## src/rtl/ex_alu_arb_pkg.sv

```systemverilog
// ex_alu_arb shared types: ALU op codes, request bundle, arbiter sizing.
// Build option EX_ALU_ARB_PRIO_EN selects fixed priority with starve guard.
package ex_alu_arb_pkg;

  localparam int ALU_XLEN = 32;
  localparam int ALU_ARB_REQ_NUM = 2;

  typedef enum logic [2:0] {
    ALU_OP_1_ADD  = 3'd0,
    ALU_OP_1_SLL  = 3'd1,
    ALU_OP_1_SLT  = 3'd2,
    ALU_OP_1_SLTU = 3'd3,
    ALU_OP_1_XOR  = 3'd4,
    ALU_OP_1_SR   = 3'd5,
    ALU_OP_1_OR   = 3'd6,
    ALU_OP_1_AND  = 3'd7
  } alu_op_1_e;

  typedef enum logic [2:0] {
    ALU_COMP_BEQ  = 3'd0,
    ALU_COMP_BNE  = 3'd1,
    ALU_COMP_NONE = 3'd2,
    ALU_COMP_BLT  = 3'd4,
    ALU_COMP_BGE  = 3'd5,
    ALU_COMP_BLTU = 3'd6,
    ALU_COMP_BGEU = 3'd7
  } alu_comp_e;

  typedef struct packed {
    logic [2:0]          comp_sel;
    logic                op_0_sel;
    logic [2:0]          op_1_sel;
    logic [ALU_XLEN-1:0] a_comp;
    logic [ALU_XLEN-1:0] b_comp;
    logic [ALU_XLEN-1:0] a_data;
    logic [ALU_XLEN-1:0] b_data;
  } alu_req_t;

endpackage

```

## src/rtl/ex_alu_arb_sel.sv

```systemverilog
// ex_alu_arb grant logic: round-robin, or fixed priority with a
// starve counter when EX_ALU_ARB_PRIO_EN is defined.
module ex_alu_arb_sel #(
  parameter int STARVE_MAX = 4
) (
  input  logic       clk_i,
  input  logic       rst_n_i,
  input  logic [1:0] elig_i,
  output logic [1:0] grant_o
);

  if (STARVE_MAX < 1) begin : g_bad_cfg
    $error("ex_alu_arb_sel: STARVE_MAX must be >= 1");
  end

`ifdef EX_ALU_ARB_PRIO_EN
  localparam int SW = $clog2(STARVE_MAX + 1);
  localparam logic [SW-1:0] SMAX = SW'(STARVE_MAX);

  logic [SW-1:0] starve_q;

  // requester 0 wins unless requester 1 has starved long enough
  always_comb begin
    grant_o = 2'b00;
    if (elig_i[1] && (starve_q == SMAX)) begin
      grant_o = 2'b10;
    end else if (elig_i[0]) begin
      grant_o = 2'b01;
    end else if (elig_i[1]) begin
      grant_o = 2'b10;
    end
  end

  // saturating count of requester-1 losses
  always_ff @(posedge clk_i or negedge rst_n_i) begin
    if (!rst_n_i) begin
      starve_q <= '0;
    end else if (grant_o[1] || !elig_i[1]) begin
      starve_q <= '0;
    end else if (starve_q != SMAX) begin
      starve_q <= starve_q + 1'b1;
    end
  end
`else
  logic last_q;

  // on contention favour the requester that did not win last
  always_comb begin
    if (&elig_i) begin
      grant_o = last_q ? 2'b01 : 2'b10;
    end else begin
      grant_o = elig_i;
    end
  end

  // pointer moves only when someone is granted
  always_ff @(posedge clk_i or negedge rst_n_i) begin
    if (!rst_n_i) begin
      last_q <= 1'b1;
    end else if (|grant_o) begin
      last_q <= grant_o[1];
    end
  end
`endif

endmodule

```

## src/rtl/ex_alu_arb.sv

```systemverilog
// ex_alu_arb: shares the execute ALU between issue and aux requesters.
// Build option EX_ALU_ARB_PRIO_EN: fixed priority with starve guard.
module ex_alu_arb
  import ex_alu_arb_pkg::*;
#(
  parameter int XLEN       = 32,
  parameter int STARVE_MAX = 4
) (
  input  logic                 clk_i,
  input  logic                 rst_n_i,
  input  logic [1:0]           req_valid_i,
  output logic [1:0]           req_ready_o,
  input  logic [1:0][2:0]      req_comp_sel_i,
  input  logic [1:0]           req_op_0_sel_i,
  input  logic [1:0][2:0]      req_op_1_sel_i,
  input  logic [1:0][XLEN-1:0] req_a_comp_i,
  input  logic [1:0][XLEN-1:0] req_b_comp_i,
  input  logic [1:0][XLEN-1:0] req_a_data_i,
  input  logic [1:0][XLEN-1:0] req_b_data_i,
  output logic [1:0]           rsp_valid_o,
  input  logic [1:0]           rsp_ready_i,
  output logic [1:0]           rsp_comp_o,
  output logic [1:0][XLEN-1:0] rsp_data_o,
  output logic [2:0]           alu_comp_sel_o,
  output logic                 alu_op_0_sel_o,
  output logic [2:0]           alu_op_1_sel_o,
  output logic [XLEN-1:0]      alu_a_comp_o,
  output logic [XLEN-1:0]      alu_b_comp_o,
  output logic [XLEN-1:0]      alu_a_data_o,
  output logic [XLEN-1:0]      alu_b_data_o,
  input  logic                 alu_comp_i,
  input  logic [XLEN-1:0]      alu_data_i,
  output logic [1:0]           grant_o
);

  alu_req_t             req [ALU_ARB_REQ_NUM];
  alu_req_t             sel_req;
  logic [1:0]           elig;
  logic [1:0]           grant;
  logic [1:0]           rsp_valid_q;
  logic [1:0]           rsp_comp_q;
  logic [1:0][XLEN-1:0] rsp_data_q;

  // slot free or draining, and never while reset is held
  assign elig = req_valid_i
              & (~rsp_valid_q | rsp_ready_i)
              & {2{rst_n_i}};

  ex_alu_arb_sel #(
    .STARVE_MAX (STARVE_MAX)
  ) u_sel (
    .clk_i   (clk_i),
    .rst_n_i (rst_n_i),
    .elig_i  (elig),
    .grant_o (grant)
  );

  assign grant_o     = grant;
  assign req_ready_o = grant;

  // bundle each requester's fields
  always_comb begin
    for (int i = 0; i < ALU_ARB_REQ_NUM; i++) begin
      req[i].comp_sel = req_comp_sel_i[i];
      req[i].op_0_sel = req_op_0_sel_i[i];
      req[i].op_1_sel = req_op_1_sel_i[i];
      req[i].a_comp   = req_a_comp_i[i];
      req[i].b_comp   = req_b_comp_i[i];
      req[i].a_data   = req_a_data_i[i];
      req[i].b_data   = req_b_data_i[i];
    end
  end

  // granted request to the ALU; quiet ADD 0+0 when idle
  always_comb begin
    sel_req          = '0;
    sel_req.comp_sel = ALU_COMP_NONE;
    sel_req.op_1_sel = ALU_OP_1_ADD;
    unique case (1'b1)
      grant[0]: sel_req = req[0];
      grant[1]: sel_req = req[1];
      default:  ;
    endcase
  end

  assign alu_comp_sel_o = sel_req.comp_sel;
  assign alu_op_0_sel_o = sel_req.op_0_sel;
  assign alu_op_1_sel_o = sel_req.op_1_sel;
  assign alu_a_comp_o   = sel_req.a_comp;
  assign alu_b_comp_o   = sel_req.b_comp;
  assign alu_a_data_o   = sel_req.a_data;
  assign alu_b_data_o   = sel_req.b_data;

  // one-entry response slot per requester
  always_ff @(posedge clk_i or negedge rst_n_i) begin
    if (!rst_n_i) begin
      rsp_valid_q <= '0;
      rsp_comp_q  <= '0;
      rsp_data_q  <= '0;
    end else begin
      for (int i = 0; i < ALU_ARB_REQ_NUM; i++) begin
        if (grant[i]) begin
          rsp_valid_q[i] <= 1'b1;
          rsp_comp_q[i]  <= alu_comp_i;
          rsp_data_q[i]  <= alu_data_i;
        end else if (rsp_ready_i[i]) begin
          rsp_valid_q[i] <= 1'b0;
        end
      end
    end
  end

  assign rsp_valid_o = rsp_valid_q;
  assign rsp_comp_o  = rsp_comp_q;
  assign rsp_data_o  = rsp_data_q;

endmodule

```

## config.mk

```make
export PLATFORM = sky130hd
export DESIGN_NAME = ex_alu_arb
export DESIGN_NICKNAME = d
export VERILOG_FILES = /design/src/rtl/ex_alu_arb_pkg.sv /design/src/rtl/ex_alu_arb_sel.sv /design/src/rtl/ex_alu_arb.sv
export SDC_FILE = /design/constraint.sdc
export NUM_CORES = 1
export LEC_CHECK = 0
export CORE_AREA = 2 2 202 204
export DETAILED_ROUTE_END_ITERATION = 7
export DIE_AREA = 0 0 204 206
export PLACE_DENSITY = 0.45
export SKIP_LAST_GASP = 1
export SYNTH_ARGS = -nofsm -noshare
export SYNTH_HDL_FRONTEND = slang
export SYNTH_HIERARCHICAL = 1
export SYNTH_SLANG_ARGS = --single-unit
export TNS_END_PERCENT = 100
```

## constraint.sdc

```tcl
create_clock -name clk_i -period 1.79 [get_ports clk_i]
set_input_delay 0.358 -clock clk_i [delete_from_list [all_inputs] [get_ports clk_i]]
set_output_delay 0.358 -clock clk_i [all_outputs]
set_load 0.05 [all_outputs]
```

# Word level (Yosys, flattened, before mapping)
# Cells that the tools add are included.
# classes
n_addsub	0
multipliers	0
n_div	0
magnitude_cmp	0
n_eq_ne	0
n_shift	0
n_mux	7
n_bitwise	4
n_reduce_logical	4
# ops
cell	count
$pmux W135 S2	1
$and A2 B2 Y2	2
$mux W1	4
$mux W2	2
$reduce_bool A2 Y1	2
$not A2 Y2	1
$or A2 B2 Y2	1
$reduce_and A2 Y1	1
$reduce_or A2 Y1	1
# totals
register_bits	69
latch_bits	0
mem_bits_rw	0
rom_bits	0
input_bits	309
mem_count	0

# Depth between registers and ports, before layout
# Gate-level depths: netlist of the first run.
# logic_depth
ltp_word	7
depth_mapped	7
depth_no_buf	5

# By module
# The synthesis of the first run kept the hierarchy.
# modules_own_cells
mod	instances	cells_per_inst	area_each_um2	seq_area_each_um2
ex_alu_arb	1	316	4073.9	1701.6
ex_alu_arb_sel	1	6	53.8	26.3

# Worst setup path after synthesis of the first run
# OpenSTA, ideal clock, no wires.
# synth_timing
kind	register -> output
from	register rsp_valid_q[0], in the netlist rsp_valid_o[0]
to	output port alu_comp_sel_o[1]
arrival_ps	3240
t_required_ps	1432
path_slack_ps	-1808
stages_incl_launch_ff	8
n_path_buf	3
cell_sequence	dfrtp_1 > nand2b_1 > and3_1 > a21boi_0 > buf_6 > buf_6 > buf_6 > o21ai_0
# synth_via
elab_chain_len	7
# synth_rtl
item	line_no	rtl
start, declared	ex_alu_arb.sv:40	logic [1:0] rsp_valid_q;
start signal, assigned	ex_alu_arb.sv:97	rsp_valid_q <= '0;
start signal, assigned by index	ex_alu_arb.sv:103	rsp_valid_q[i] <= 1'b1;
start signal, assigned by index	ex_alu_arb.sv:107	rsp_valid_q[i] <= 1'b0;
$not A2 Y2	ex_alu_arb.sv:46	& (~rsp_valid_q | rsp_ready_i)
$or A2 B2 Y2	ex_alu_arb.sv:46	
$and A2 B2 Y2	ex_alu_arb.sv:46	
$and A2 B2 Y2	ex_alu_arb.sv:47	& {2{rst_n_i}};
named net elig[0]	ex_alu_arb.sv:38	logic [1:0] elig;
$reduce_and A2 Y1	ex_alu_arb_sel.sv:49	if (&elig_i) begin
$mux W2	ex_alu_arb_sel.sv:49	
named net grant_o[1]	ex_alu_arb.sv:33	output logic [1:0] grant_o
$pmux W135 S2	ex_alu_arb.sv:79	unique case (1'b1)
end, declared	ex_alu_arb.sv:24	output logic [2:0] alu_comp_sel_o,
# The timed path passes the listed nets, and every way through them passes these cells.

# Worst setup path in the final report of the first run
# layout_timing
from	register rsp_valid_q[0], in the netlist rsp_valid_o[0]
to	output port alu_b_data_o[5]
# layout_via
elab_chain_len	7
# layout_rtl
item	line_no	rtl
$not A2 Y2 (*)	ex_alu_arb.sv:46	
$or A2 B2 Y2 (*)	ex_alu_arb.sv:46	
$and A2 B2 Y2 (*)	ex_alu_arb.sv:46	
$and A2 B2 Y2 (*)	ex_alu_arb.sv:47	
named net elig[0]	ex_alu_arb.sv:38	
$reduce_and A2 Y1	ex_alu_arb_sel.sv:49	
$mux W2 (*)	ex_alu_arb_sel.sv:49	
$pmux W135 S2 (*)	ex_alu_arb.sv:79	
end, declared	ex_alu_arb.sv:30	output logic [XLEN-1:0] alu_b_data_o,
# Mark *: on every way through the listed nets, which the timed path passes. The rest lies on a longest branch.

==> metrics.md, run 1 <==
| Metric | Value |
|---|---|
| CTS max path bufs | `2` |
| Clock share of power | `0.164` |
| MaxCap Viol Count | `0` |
| Fin. max-slew vios | `0` |
| First-pass DRT Iterations | `4` |
| Global-route usage over all layers | `0.127` |
| GPL Wtd Cong | `around 0.77` |
| Syn Area/Cell | `between 10 and 15 um^2` |
| Port Buffers | `between 500 and 600` |
| Endpoints failing hold | `0` |
| CP arrival | `between 2 and 2.5 ns` |
| Reg2reg start | `rsp_valid_o[0]$_DFFE_PN0P_` |
| Nets | `1193` |
| Syn Nets | `roughly 630` |
| F_max | `about 420 MHz` |
| Min Tclk post-route | `roughly 2.4 ns` |
| Reg clk slew, reported paths | `roughly 0.060 ns` |
| Clock root buffer | `clkbuf_16` |
| Post-route DRC violation count | `0` |
| Finished Cell Area | `roughly 13000 um^2` |
| Dpl hpwl | `around 24000 um` |
| #FFs+latches synth | `about 70` |
| H-tree depth | `3` |
| Clock latency at the later pin of the worst-skew pair | `between 0.3 and 0.4 ns` |
| First-pass GRT wire length | `between 30000 and 40000 um` |
| CP startpoint | `rsp_valid_o[0]$_DFFE_PN0P_` |
| Fill count | `3982` |
| Post-route core utilization | `0.330` |
| Syn Std Cell Area | `approximately 4100 um^2` |
| Final worst setup slack | `-0.589 ns` |
| Sw Ratio | `0.416` |
| Post-Layout Cell Count | `1423` |
| Largest net degree at the start of global routing | `52` |
| GRT Residual Overflow | `0` |
| Die Height | `between 200 and 250 um` |
| Net Sw Power | `approximately 4.3 mW` |
| Commonest non-fill, non-tap cell in the layout | `clkdlybuf4s50_1` |
| Met2 WL | `~16000 um` |
| WHS | `between 0.04 and 0.05 ns` |
| Comb power frac | `0.629` |
| Top sig layer | `met4` |
| Max incr delay on CP | `0.42 ns` |
| Yosys warning count | `6` |
| Core area | `~40000 um^2` |
| Row count | `74` |
| CP Launch Type | `flop` |
| Final antenna-violating net count | `0` |
| Slowest stage cell, crit path | `dfrtp_2` |
| Setup CP Type | `reg2out` |
| M1 wire length | `about 11000 um` |
| Crit path cell chain | `nand2b_4, and3_4, buf_4, a21boi_4, buf_6, clkbuf_16, buf_16, a22o_4, buf_12` |
| Endpoint type of the worst setup path | `output pin` |
| Outcome | `finished with violations` |
| Failing checks | `negative setup slack` |
| Post-synthesis sequential area ratio | `0.419` |
| WL per Instance | `21.0 um` |
| Setup Skew | `0.00706 ns` |
| Cells after Synth | `between 300 and 400` |
| Tightest Pin Transition | `between 0.6 and 0.7 ns` |
| Die width | `~200 um` |
| HP Class | `in2async` |
| Flop pwr share | `0.207` |
| Total vias in the final route | `between 5000 and 6000` |
| Setup-failing EPs final | `191` |
| Unrepaired setup endpoints after global routing | `yes` |
| Commonest non-fill, non-tap cells in the layout | `305 x clkdlybuf4s50_1, 158 x buf_12, 90 x buf_4` |
| Initial Util | `0.103` |
| Unique masters post-synth | `16` |
| Via density | `approximately 3.7` |
| Final TNS setup | `-82.56 ns` |
| Num CTS Buffers | `9` |
| CTS tree | `yes` |
| Detailed Route WL | `between 20000 and 30000 um` |
| CTS Sinks | `69` |
| Antenna violations before repair | `1` |
| Placed inst area | `roughly 12000 um^2` |
| Initial DRC count | `140` |
| Max-slew headroom | `0.553` |
| Peak supply drop | `0.542 mV` |
| IO Pins | `roughly 520` |
| Critical path peak fanout | `6` |
| Number of global-route vias before repair | `between 5000 and 6000` |
| Int Pwr | `between 6 and 7 mW` |
| Final worst path period share | `1.33` |
| Placed Cells | `1372` |
| Critical path required time | `~1.4 ns` |
| Area grow syn2layout | `222%` |
| Metal3 WL | `roughly 2700 um` |
| Pleak | `~5.7 nW` |
| Layout cells sized above 1 | `0.571` |
| Pwr/cell area | `774 nW/um^2` |
| Die ar. | `between 40000 and 50000 um^2` |
==> cells by family after synthesis <==
logic type	after synthesis	share of synthesized area
AO/OA/AOI/OAI	139	0.292
flip-flops	69	0.419
multiplexers	66	0.180
buffers and inverters	41	0.0991
AND/OR/NAND/NOR	7	0.0100
==> final timing paths <==
check,endpoint,slack [ns],depth (start not counted)
max,alu_b_data_o[5],-0.59,9
min,rsp_data_o[46]$_DFFE_PN0P_,0.04,2
max reg2reg,rsp_data_o[18]$_DFFE_PN0P_,-0.35,10
min reg2reg,rsp_data_o[55]$_DFFE_PN0P_,0.51,1
max in group asynchronous,rsp_data_o[62]$_DFFE_PN0P_,0.80,3
min in group clk_i,rsp_valid_o[0]$_DFFE_PN0P_,0.42,3
==> layout make-up <==
cell class | count | area, um^2 | area share
antenna | 2 | 5.00 | 0.000377
clock buffer | 13 | 260 | 0.0196
clock inverter | 3 | 20.0 | 0.00151
inverter | 1 | 3.75 | 0.000283
multi-input combinational | 212 | 2970 | 0.224
sequential | 69 | 1730 | 0.130
tap | 532 | 666 | 0.0502
timing repair buffer | 591 | 7610 | 0.574
==> state kept, by name (all words and copies together), names as in the netlist <==
register / count
rsp_comp_o: 2
rsp_data_o: 64
rsp_valid_o: 2
u_sel/last_q: 1
==> stage by stage <==
stage / setup slack (ns) / power [mW]
2_1_floorplan: -0.570 / 5.35
3_3_place_gp: -0.735 / 8.24
3_5_place_dp: -0.744 / 8.24
4_1_cts: -0.626 / 10.3
5_1_grt: -0.658 / 10.7
6_report: -0.589 / 10.3
==> synth_stat cells (all sizes together) <==
library cell  number  area [um^2]
a22o             134         1170
dfrtp             68         1700
mux2              66          743
buf               40          405
nand2b             4         25.0
a21boi             2         15.0
and3               2         12.5
a21oi              1         5.00
a22oi              1         7.51
dfstp              1         26.3
inv                1         3.75
nor2               1         3.75
o21ai              1         5.00
==> critical path: cells and delay by family, from the launching register on <==
kind,cells,cell delay (ns)
buffers and inverters,5,0.67
DFF,1,0.42
AOI/OAI and AO/OA,2,0.32
and+or+nand+nor,2,0.24
==> repair_timing <==
action                                 in CTS  in global routing
gates cloned                                6                  9
buffers inserted                           15                  8
pin swaps                                  17                 29
hold buffers                                1                  0
endpoints found under the hold margin       2                  0
resized for setup                          49                 47
setup endpoints to repair                 204                194
==> per-layer routing <==
layer | global-route usage | up-vias
met5 | 0 | -
met4 | 0.0264 | 0
met3 | 0.0412 | 13
met2 | 0.238 | 245
met1 | 0.138 | 2578
li1 | - | 2427
==> power groups by stage <==
stage          Sequential (mW)  Clock, mW  Combinational [mW]
6_report                  2.13       1.69                6.46
5_1_grt                   2.18       1.82                6.69
4_1_cts                   2.13       1.76                6.36
3_5_place_dp              2.13          0                6.11
3_3_place_gp              2.13          0                6.10
2_1_floorplan             3.33          0                2.02
No activity file was read; power rests on OpenSTA's default activity.
==> inputs of run 2 (changes only) <==
--- a/constraint.sdc
+++ b/constraint.sdc
@@ -3,2 +3,2 @@
 set_output_delay 0.358 -clock clk_i [all_outputs]
-set_load 0.05 [all_outputs]
+set_load 0.1 [all_outputs]
==> run 2 against run 1 <==
The flow still finishes with violations (negative setup slack). First-iteration DRC count increased by 13%. Via count is 3.6% higher. Worst setup slack lost 0.15 ns. Clock skew down 0.00058 ns. Clock power up 21%. Power is 39% higher. Core utilization rose by 3.5 points. Final cell count rose by 2.5%.
==> metrics.md, run 2 (same netlist as run 1, synthesis figures left out) <==
| Metric | Value |
|---|---|
| HP Class | `in2async` |
| Max incr delay on CP | `0.49 ns` |
| Final antenna-violating net count | `0` |
| Max-slew headroom | `0.517` |
| GPL Wtd Cong | `0.824` |
| WHS | `0.00213 ns` |
| First-pass DRT Iterations | `4` |
| Core area | `40200 um^2` |
| Outcome | `finished with violations` |
| Die ar. | `42000 um^2` |
| Crit path cell chain | `nand2b_4, and3_4, buf_6, a21boi_4, buf_12, buf_12, buf_16, buf_12, a22o_2, buf_12` |
| Total vias in the final route | `5450` |
| Critical path required time | `1.43 ns` |
| Cell family with most CP delay | `buffers and inverters` |
| Post-route DRC violation count | `0` |
| Setup-failing EPs final | `approximately 210` |
| Pwr/cell area | `just under 1000 nW/um^2` |
| WL per Instance | `22.0 um` |
| CP arrival | `about 2.2 ns` |
| Clock root buffer | `clkbuf_16` |
| Failing checks | `negative setup slack` |
| Slowest stage cell, crit path | `dfrtp_4` |
| Antenna violations before repair | `8` |
| Pleak | `~6.3 nW` |
| Final worst path period share | `1.41` |
| Global-route usage over all layers | `0.141` |
| Die Height | `slightly above 200 um` |
| Critical path peak fanout | `6` |
| DP Worst Slack | `-0.865 ns` |
| Tightest Pin Transition | `between 0.7 and 0.8 ns` |
| Reg clk slew, reported paths | `approximately 0.06 ns` |
| Num CTS Buffers | `9` |
| Unrepaired setup endpoints after global routing | `yes` |
| Post-route core utilization | `0.365` |
| Placed Cells | `roughly 1400` |
| Commonest non-fill, non-tap cell in the layout | `clkdlybuf4s50_1` |
| Dpl hpwl | `25100 um` |
| Min Tclk post-route | `~2.5 ns` |
| Detailed Route WL | `approximately 32000 um` |
| Final TNS setup | `-114.23 ns` |
| IO Pins | `about 520` |
| Finished Cell Area | `about 15000 um^2` |
| CTS max path bufs | `2` |
| Post-Layout Cell Count | `around 1500` |
| Nets | `1223` |
| Most common cell on crit path | `buf_12` |
| Via density | `~3.7` |
| Fin. max-slew vios | `0` |
| MaxCap Viol Count | `0` |
| Setup CP Type | `reg2out` |
| F_max | `395 MHz` |
| Endpoints failing hold | `0` |
| Area grow syn2layout | `256%` |
| Max reg flops | `64` |
| H-tree depth | `3` |
| Worst Path Buf+Inv | `6` |
| Row count | `74` |
| Initial Util | `0.103` |
| Number of global-route vias before repair | `about 5900` |
| Peak supply drop | `~0.80 mV` |
| Endpoint type of the worst setup path | `output pin` |
| Layout cells sized above 1 | `0.588` |
| Setup Skew | `~0.0065 ns` |
| Final worst setup slack | `-0.740 ns` |
| CTS Sinks | `between 60 and 70` |
| GRT Residual Overflow | `0` |
| CTS tree | `yes` |
| Initial DRC count | `approximately 160` |
| Power, Total | `between 10 and 15 mW` |
| Port Buffers | `515` |
| First-pass GRT wire length | `approximately 43000 um` |
| Die width | `~200 um` |
| Clock latency at the later pin of the worst-skew pair | `between 0.3 and 0.4 ns` |
| Placed inst area | `~13000 um^2` |
| Largest net degree at the start of global routing | `between 50 and 60` |
| Commonest non-fill, non-tap cells in the layout | `304 x clkdlybuf4s50_1, 233 x buf_12, 81 x a22o_4` |
| CP Launch Type | `flop` |
-- run 2: cell count changes in the layout (fill, tap and decap cells not counted), sizes merged --
cell	before	now
buf	274	303
diode	2	7
bufinv	0	2
clkinvlp	2	0
clkbuf	21	22
clkdlybuf4s50	305	304
dlymetal6s2s	0	1
-- run 2: power breakdown --
part / leakage, nW / internal, mW / switching [mW]
clock: 0.172 / 1.37 / 0.683
combinational: 5.29 / 4.13 / 5.78
sequential: 0.808 / 1.92 / 0.384
-- run 2: cell type report --
class,count,area [um^2]
inverter,1,3.75
multi-input combinational,212,3030
clock inverter,3,65.1
clock buffer,13,280
tap,532,666
antenna,7,17.5
sequential,69,1740
fill,3873,25500
timing repair buffer,621,8880
-- run 2: timing repair --
| item | in CTS | in global routing |
|---|---|---|
| resized for setup | 102 | 67 |
| hold endpoints to repair | 2 | 0 |
| endpoints found under the setup margin | 205 | 206 |
| hold buffers | 1 | 0 |
| pin swaps | 13 | 36 |
| gates cloned | 9 | 10 |
| buffers inserted | 26 | 18 |
-- run 2: worst register-to-register path: stages, from the launching register on --
cell	delay [ns]
dfrtp_4	0.48
nand2b_4	0.07
and3_4	0.21
a21boi_4	0.20
buf_12	0.16
buf_12	0.12
buf_16	0.11
buf_12	0.12
buf_6	0.14
buf_12	0.16
mux2_2	0.34
-- run 2: per-layer routing --
layer | vias up | track usage | routed length [um]
met1 | 2661 | 0.145 | 11100
met3 | 34 | 0.0430 | 2640
li1 | 2489 | - | -
met4 | 0 | 0.0409 | 654
met5 | - | 0 | 0
met2 | 266 | 0.272 | 17700
-- run 2: path summary, 6_finish.rpt --
path / start / endpoint / slack, ns / depth (start not counted)
worst min-delay path: rst_n_i / rsp_data_o[53]$_DFFE_PN0P_ / 0.002 / 2
worst max-delay path: rsp_valid_o[1]$_DFFE_PN0P_ / alu_b_comp_o[22] / -0.74 / 10
max in group asynchronous: rst_n_i / rsp_valid_o[1]$_DFFE_PN0P_ / 0.74 / 3
worst min register to register: rsp_data_o[53]$_DFFE_PN0P_ / rsp_data_o[53]$_DFFE_PN0P_ / 0.57 / 1
min in group clk_i: rsp_ready_i[1] / rsp_valid_o[1]$_DFFE_PN0P_ / 0.48 / 3
worst max register to register: rsp_valid_o[0]$_DFFE_PN0P_ / rsp_data_o[25]$_DFFE_PN0P_ / -0.44 / 10
==> inputs of run 3 (changes only) <==
- MAX_ROUTING_LAYER: default -> met4
==> run 3 against run 2 <==
The run still ends with negative setup slack left. Worst setup slack worse by 0.0012 ns. Largest cell class unchanged. Worst hold slack better by 0.0023 ns. Sequential share of layout area about the same. Global-route usage rose by 0.41 points. Non-clock buffer count stayed put. Final cell count hardly changed. Cell area about the same. Combinational power about the same.
==> metrics.md, run 3 (same netlist as run 1, synthesis figures left out) <==
| Metric | Value |
|---|---|
| Outcome | `finished with violations` |
| Worst r2r path cells | `10` |
| Core area | `40200 um^2` |
| Power, Total | `14.3 mW` |
| Critical path required time | `1.43 ns` |
| Post-route DRC violation count | `0` |
| Critical path peak fanout | `6` |
| Peak supply drop | `slightly below 0.8 mV` |
| Max reg flops | `between 60 and 70` |
| GPL Wtd Cong | `0.837` |
| Initial Util | `0.103` |
| Row count | `74` |
| Commonest non-fill, non-tap cell in the layout | `clkdlybuf4s50_1` |
| Min Tclk post-route | `between 2 and 3 ns` |
| Unrepaired setup endpoints after global routing | `yes` |
| Most common cell on crit path | `buf_12` |
| Number of global-route vias before repair | `around 6000` |
| Nets | `about 1200` |
| Total vias in the final route | `approximately 5500` |
| CTS Sinks | `a little under 70` |
| Tightest Pin Transition | `about 0.72 ns` |
| CTS tree | `yes` |
| Area grow syn2layout | `256%` |
| F_max | `~400 MHz` |
| Crit path cell chain | `nand2b_4, and3_4, buf_6, a21boi_4, buf_12, buf_12, buf_16, buf_12, a22o_2, buf_12` |
| Num CTS Buffers | `9` |
| CP startpoint | `rsp_valid_o[1]$_DFFE_PN0P_` |
| Detailed Route WL | `between 30000 and 40000 um` |
| Setup Skew | `around 0.0060 ns` |
| Setup CP Type | `reg2out` |
| First-pass GRT wire length | `between 40000 and 50000 um` |
| IO Pins | `a little over 500` |
| Reg2reg setup slack | `-0.44 ns` |
| Initial DRC count | `about 150` |
| Max-slew headroom | `0.518` |
| Fin. max-slew vios | `0` |
| Reg clk slew, reported paths | `around 0.06 ns` |
| GRT Residual Overflow | `0` |
| Die width | `just over 200 um` |
| Post-Layout Cell Count | `1459` |
| Clock root buffer | `clkbuf_16` |
| CP arrival | `2.17 ns` |
| Largest net degree at the start of global routing | `54` |
| First-pass DRT Iterations | `4` |
| Final worst path period share | `1.41` |
| Antenna violations before repair | `9` |
| Layout cells sized above 1 | `0.588` |
| CP Launch Type | `flop` |
| Pwr/cell area | `slightly below 1000 nW/um^2` |
| Max incr delay on CP | `between 0.4 and 0.5 ns` |
| Final antenna-violating net count | `0` |
| Global-route usage over all layers | `0.145` |
| Endpoints failing hold | `0` |
| Placed Cells | `approximately 1400` |
| CTS max path bufs | `2` |
| Die Height | `slightly above 200 um` |
| Final worst setup slack | `-0.741 ns` |
| RR Endpoint | `rsp_data_o[25]$_DFFE_PN0P_` |
| Via density | `between 3 and 4` |
| MaxCap Viol Count | `0` |
| WL per Instance | `approximately 22 um` |
| WHS | `0.00447 ns` |
| Port Buffers | `roughly 520` |
| HP Class | `in2async` |
| Failing checks | `negative setup slack` |
| Clock latency at the later pin of the worst-skew pair | `roughly 0.33 ns` |
| Dpl hpwl | `25100 um` |
| Setup-failing EPs final | `between 200 and 250` |
| Endpoint type of the worst setup path | `output pin` |
| Die ar. | `between 40000 and 50000 um^2` |
| Slowest stage cell, crit path | `dfrtp_4` |
| Commonest non-fill, non-tap cells in the layout | `304 x clkdlybuf4s50_1, 232 x buf_12, 83 x a22o_4` |
| Pleak | `6.27 nW` |
| Reg2reg start | `rsp_valid_o[0]$_DFFE_PN0P_` |
| H-tree depth | `3` |
| DP Worst Slack | `-0.865 ns` |
run 3: cell count changes in the layout (fill, tap and decap cells not counted), sizes merged:
| cell | delta |
|---|---|
| diode | +1 |
run 3: per-layer routing:
metal	global-route usage	vias to the layer above	part of all wire
met5	-	-	0
met4	0.0393	0	0.021
met3	0.0434	31	0.083
met2	0.273	265	0.55
met1	0.144	2672	0.34
li1	-	2494	-
run 3: area by class of cell:
cell class,count,area (um^2)
diodes,8,20.0
fillers,3877,25500
clock buffers,13,280
clock inverters,3,65.1
multi-input cells,212,3040
flip-flops and latches,69,1740
inverters,1,3.75
well taps,532,666
repair buffers,621,8860
run 3: worst max-delay path, delay by kind of cell (launching register included):
family                 cells  cell delay [ns]
and+or+nand+nor            2             0.25
AOI/OAI and AO/OA          2             0.30
buffers and inverters      6             0.82
DFF                        1             0.49
run 3: where the power goes:
| group | internal (mW) | switching [mW] |
|---|---|---|
| registers | 1.92 | 0.383 |
| clock network | 1.37 | 0.674 |
| logic | 4.13 | 5.79 |
| total | 7.42 | 6.84 |
run 3: worst max path at each step:
stage,end
5_1_grt,alu_b_comp_o[13]
4_1_cts,alu_a_comp_o[28]
3_3_place_gp,alu_a_data_o[17]
3_5_place_dp,alu_a_data_o[16]
2_1_floorplan,alu_a_comp_o[1]
6_report,alu_b_comp_o[22]
run 3: repair_timing:
item                       in CTS  in global routing
hold endpoints to repair        2                  0
setup endpoints to repair     205                206
setup buffers                  26                 18
pin swaps                      13                 36
gates resized for setup       102                 64
gates cloned                    9                 10
hold buffers                    1                  0
run 3: stage by stage:
step	TNS [ns]	utilization	cell area [um^2]
6_report	-114.00	0.365	14700
5_1_grt	-131.83	0.365	14700
4_1_cts	-126.01	0.351	14100
3_5_place_dp	-157.31	0.319	12800
3_3_place_gp	-157.68	0.319	12800
2_1_floorplan	-185.65	-	4760
